--- src/rtl/alu_unit.sv ---
// Single-stage registered signed ALU: eight operations on BW-bit operands,
// producing an exact BW+1-bit result plus coherent {overflow, negative, zero} flags.
module alu_unit #(
  parameter int BW = 16
) (
  input  logic                 clk,
  input  logic                 rst,
  input  logic signed [BW-1:0] in_a,
  input  logic signed [BW-1:0] in_b,
  input  logic        [2:0]    opcode,
  output logic signed [BW:0]   out,
  output logic        [2:0]    flags
);

  typedef enum logic [2:0] {
    OP_ADD   = 3'b000,
    OP_SUB   = 3'b001,
    OP_AND   = 3'b010,
    OP_OR    = 3'b011,
    OP_XOR   = 3'b100,
    OP_INC   = 3'b101,
    OP_PASSA = 3'b110,
    OP_PASSB = 3'b111
  } alu_op_e;

  localparam logic signed [BW:0] ONE_EXT = {{BW{1'b0}}, 1'b1};

  // Sign-extend a BW-bit value to the result width.
  function automatic logic signed [BW:0] sext(input logic [BW-1:0] v);
    return {v[BW-1], v};
  endfunction

  // Overflow only has meaning for arithmetic: the top two bits disagree when
  // the exact value no longer fits in BW signed bits.
  function automatic logic [2:0] flags_of(input logic signed [BW:0] res,
                                          input logic              arith);
    logic ovf;
    ovf = arith & (res[BW] ^ res[BW-1]);
    return {ovf, res[BW], (res == '0)};
  endfunction

  logic signed [BW:0] a_ext_p0;
  logic signed [BW:0] b_ext_p0;
  logic signed [BW:0] res_d;
  logic               arith_d;
  logic        [2:0]  flags_d;
  logic signed [BW:0] res_p1_q;
  logic        [2:0]  flags_p1_q;

  // ---- stage p0: operand extension, operation select, flag derivation ----
  always_comb begin
    a_ext_p0 = sext(in_a);
    b_ext_p0 = sext(in_b);
    res_d    = '0;
    arith_d  = 1'b0;
    unique case (alu_op_e'(opcode))
      OP_ADD:   begin res_d = a_ext_p0 + b_ext_p0; arith_d = 1'b1; end
      OP_SUB:   begin res_d = a_ext_p0 - b_ext_p0; arith_d = 1'b1; end
      OP_AND:   res_d = sext(in_a & in_b);
      OP_OR:    res_d = sext(in_a | in_b);
      OP_XOR:   res_d = sext(in_a ^ in_b);
      OP_INC:   begin res_d = a_ext_p0 + ONE_EXT; arith_d = 1'b1; end
      OP_PASSA: res_d = a_ext_p0;
      OP_PASSB: res_d = b_ext_p0;
      default:  res_d = '0;
    endcase
    flags_d = flags_of(res_d, arith_d);
  end

  // ---- stage p1: result and flags registered together ----
  always_ff @(posedge clk) begin
    if (rst) begin
      res_p1_q   <= '0;
      flags_p1_q <= 3'b000;
    end else begin
      res_p1_q   <= res_d;
      flags_p1_q <= flags_d;
    end
  end

  assign out   = res_p1_q;
  assign flags = flags_p1_q;

endmodule

--- config.mk ---
export PLATFORM = sky130hd
export DESIGN_NAME = alu_unit
export DESIGN_NICKNAME = d
export VERILOG_FILES = /design/src/rtl/alu_unit.sv
export SDC_FILE = /design/constraint.sdc
export NUM_CORES = 1
export LEC_CHECK = 0
export CORE_MARGIN = 8
export CORE_UTILIZATION = 40
export DETAILED_ROUTE_END_ITERATION = 12
export PLACE_DENSITY_LB_ADDON = 0.12
export RECOVER_POWER = 50
export SETUP_SLACK_MARGIN = 0.1
export SLEW_MARGIN = 5
export SYNTH_ARGS = -nofsm -noshare
export SYNTH_HDL_FRONTEND = slang
export SYNTH_SLANG_ARGS = --single-unit
--- constraint.sdc ---
create_clock -name clk -period 4.85 [get_ports clk]
set_clock_uncertainty 0.05 [all_clocks]
set_input_delay 0.485 -clock clk [delete_from_list [all_inputs] [get_ports clk]]
set_output_delay 0.485 -clock clk [all_outputs]
set_load 0.01 [all_outputs]
---- Word-level counts from Yosys, hierarchy flattened ----
Index checks and enable logic that the tools add are counted.
operators by class
  multiplexer cells ....................... 2
  add/subtract/negate cells ............... 3
  eq/ne operators ......................... 7
  reduce and logical (&&, ||, !) cells .... 3
  bitwise operators ....................... 5
operators with widths
  operator               number
  $pmux 17 s8            1
  $add 16x16->17         1
  $add 16x2->17 const B  1
  $logic_not 17->1       1
  $sub 16x16->17         1
  $and 16x16->16         1
  $or 16x16->16          1
  $xor 16x16->16         1
  $eq 3x3->1 const B     4
  $eq 3x2->1 const B     2
  $eq 3x1->1 const B     1
  $logic_not 3->1        1
  $reduce_or 3->1        1
  $and 1x1->1            1
  $mux 1                 1
  $xor 1x1->1            1
storage, ports and cells
  register bits ........................... 20
  word-level logic and storage cells ...... 22
  input port bits ......................... 37
  output and inout port bits .............. 20

---- Logic depth before layout (Yosys ltp) ----
  word-level depth ........................ 4
  gate-level depth with buffers ........... 18
  mapped depth without buffers ............ 18

---- Worst setup path after synthesis ----
Ideal clock, no wire load.
  path type ............................... input -> register
  from .................................... in opcode[1]
  to ...................................... reg flags_p1_q[0] (netlist: flags[0])
  cell stages on the path ................. 16
  slack ................................... 1.204 ns
  library setup time ...................... 0.117 ns
  path buffers ............................ 3
  arrival ................................. 3.480 ns
  cells stage by stage .................... buf_2 -> nand2b_1 -> clkbuf_1 -> clkbuf_1 -> o21ai_0 -> ha_1 -> inv_1 -> fa_1 -> nor2b_1 -> o21ai_2 -> a211o_1 -> and3_1 -> or3_1 -> o211ai_1 -> nor4_1 -> and4b_1
between the ends
  cells in the longest elaborated chain, start to end .. 3
RTL lines
  element                                   RTL line  source
  start, declared                           10        input logic [2:0] opcode,
  $eq 3x3->1, or another cell as far along  56        unique case (alu_op_e'(opcode))
  $pmux 17 s8 (*)                           56
  $logic_not 17->1 (*)                      39        return {ovf, res[BW], (res == '0)};
  end signal, assigned                      77        flags_p1_q <= flags_d;
  end, declared                             48        logic [2:0] flags_p1_q;
Mark *: on every way between the ends. The rest lies on a longest branch, timed or not.
A chain may end at the register's enable or synchronous reset.

---- Final worst setup path ----
  from .................................... in in_b[1]
  to ...................................... reg flags_p1_q[0] (netlist: flags[0])
between the ends
  cells in the longest elaborated chain, start to end .. 3
RTL lines
  element                                       RTL line  source
  start, declared                               9         input logic signed [BW-1:0] in_b,
  $sub 16x16->17, or another cell as far along  58        OP_SUB: begin res_d = a_ext_p0 - b_ext_p0; arith_d = 1'b1; end
  $pmux 17 s8 (*)                               56
  $logic_not 17->1 (*)                          39
Marked as above.

==> flow_metrics.tcl <==
set metrics [dict create \
    finalSetupViolations 0 \
    via_per_inst 5.73 \
    hp-class "primary input to register" \
    critical_path.max_stage_delay_ns 0.51 \
    syn_avg_cell_area_um2 7.57 \
    postCtsSetupRepairBufs 0 \
    overflow 0 \
    slew_viol_final 0 \
    slowest_stage "clkdlybuf4s50_1" \
    syn_nets 531 \
    grt_usage_pct 18.0 \
    crit_fanout 5 \
    drtIter0Drc 232 \
    cts.repair.resized 0 \
    tritoncts "built" \
    cts_buffer_depth 2 \
    grt_max_degree 29 \
    timing.critical_path.mode_cell "ha_1" \
    min_period_ns 4.42 \
    gp_congestion 0.932 \
    worst_pin_slew_ns 0.825 \
    synthFlopType "dfxtp_1" \
    synth-edff-count 0 \
    synth_seq_cells 19 \
    syn_inst 441 \
    die_h_um 107 \
    wl_per_cell_um 17.7 \
    cts_buffers 3 \
    grt_first_pass_wirelength_um 17000 \
    status "completed" \
    clock_sinks 19 \
    path_class "primary input to register" \
    yosys.area.top_type "ha_1" \
    p_total_uw 691 \
    yosysUniqueCellTypes 74 \
    dpl.hpwl_um 8500 \
    holdPathStages 2 \
    area_growth_pct 20.9 \
    synth_async_sr_flop_share_pct 0 \
    grt_pass1_vias 3330 \
    drive_gt1_share_pct 8.79 \
    ys_warn_count 0 \
    final_cell_mix "52 x ha_1, 46 x inv_1, 43 x nor2_1" \
    wl_um 10500 \
    hold_violations 0 \
    crit_chain "clkdlybuf4s50_1, inv_1, ha_1, nand2b_1, nor4b_1, nand2_1, nor3_1, mux2i_1, o22ai_1, ha_1, and3_1, a21boi_0, o41a_1, o21ai_1, o31ai_2, nor4_1, and4b_1" \
    ir_drop_uv 78.4 \
    io_buffer_count 56 \
    vias 3401 \
    cts_root_buffer "clkbuf_8" \
    crit_required_ns 4.99 \
    synth.area.top_cells "ha_1 19%, dfxtp_1 11%, mux4_2 5.4%" \
    holdPathEnd "flags[1]" \
    final_util_pct 49.6 \
    initial_utilization_pct 41.0 \
    antenna_found_initial 0 \
    setup_tns_ns 0 \
    finalCritPeriodShare_pct 91.1 \
    final_cell_count_no_fill 594 \
    drc 0 \
    numPlacedInstances 590 \
    worstSetupStartpointType "primary input" \
    clk_pin_slew_worst_paths_ns 0.07 \
    crit_start "in_b[1]" \
    yosysTopAreaCellShare_pct 19.5 \
    crit_arrival_ns 4.56 \
    coreArea_um2 8130 \
    clock.fmax_ghz 0.226 \
    hold_buffers 0 \
    p_leak_uw 0.00177 \
    die_w_um 107 \
    die_area_um2 11500 \
    cap_viol_max_count 0 \
    rsz0062_at_grt "no" \
    cp-end-kind "register" \
    drt_pass1_iterations 7 \
    h-tree-depth 1 \
    final_nets 580 \
    syn_area_um2 3340 \
    slew_headroom_pct 44.8 \
    yosysSeqAreaShare_pct 11.4 \
    layout_commonest_cell "ha_1" \
    rows 33 \
    antenna_left 0 \
    worstHoldStart "rst" \
    n_antenna_cell 0 \
    power.density_nw_per_um2 171 \
    io_pins 57 \
]
-- metrics by stage --
step	setup WS (ns)	area [µm²]	hold slack [ns]
final	0.433	4030	1.13
after global routing	0.200	4030	1.20
after CTS	0.455	4030	1.15
after detailed placement	0.214	3990	1.18
after global placement	0.211	3990	1.18
after floorplan	1.20	3340	0.737
-- layer usage --
layer / vias up / global-route usage [%] / part of all wire, %
met1: 1589 / 24.1 / 46
met4: 0 / 2.87 / 0.42
met2: 98 / 30.5 / 47
met5: - / 0 / 0
li1: 1710 / - / -
met3: 4 / 2.51 / 6.4
-- Yosys cell counts, drive strengths merged, types with 2 or more instances --
master and n:
ha 52, inv 48, nor2 45, a21oi 33
nand2 31, o21ai 24, dfxtp 19, buf 15
nor3 15, o22ai 13, nand3 10, clkbuf 8
mux4 8, mux2i 7, nor2b 7, o211ai 7
a22oi 6, nand2b 6, nor4 6, xnor2 6
a211o 5, and3 4, mux2 4, nand4 4
o31ai 4, or4 4, a211oi 3, a221oi 3
nor4b 3, o21a 3, a21boi 2, a31oi 2
a32o 2, a41oi 2, and4 2, o221ai 2
o311ai 2, or2 2, or3 2, xor2 2
-- power by group --
group          switching [µW]  internal (µW)
sequential               3.09            172
clock                    46.1           58.2
combinational             230            181
total                     280            411
-- logic make-up after synthesis --
| family | share of synthesized area [%] |
|---|---|
| buffers and inverters | 9.07 |
| adders and majority gates | 20.1 |
| muxes | 9.07 |
| DFF | 11.4 |
| AOI/OAI and AO/OA | 26.3 |
| and+or+nand+nor | 21.9 |
| xor gates and xnor gates | 2.10 |
-- sequential cells by signal, summed over array words and instances, names as in the netlist --
signal,flops
out,16
flags,3
-- how the worst max path moves through the flow --
stage	cells after the start	slack [ns]	endpoint
6_report	17	0.43	flags[0]
5_1_grt	17	0.20	flags[0]
4_1_cts	17	0.46	flags[0]
3_5_place_dp	17	0.21	flags[0]
3_3_place_gp	17	0.21	flags[0]
2_1_floorplan	16	1.20	flags[0]
-- cell type report --
class / count / area, µm²
fill: 815 / 4100
clock buffer: 4 / 45.0
sequential: 19 / 380
inverter: 48 / 180
tap: 105 / 131
timing repair buffer: 67 / 643
multi-input combinational: 351 / 2650
-- critical path: cells and delay by family --
kind,cells,cell delay (ns)
adder cells (fa/ha/maj),2,0.54
buffers and inverters,2,0.63
AND/OR/NAND/NOR,7,1.69
AO/OA/AOI/OAI,5,0.97
multiplexers,1,0.23
Note: power is estimated with default switching activity, not from simulation.
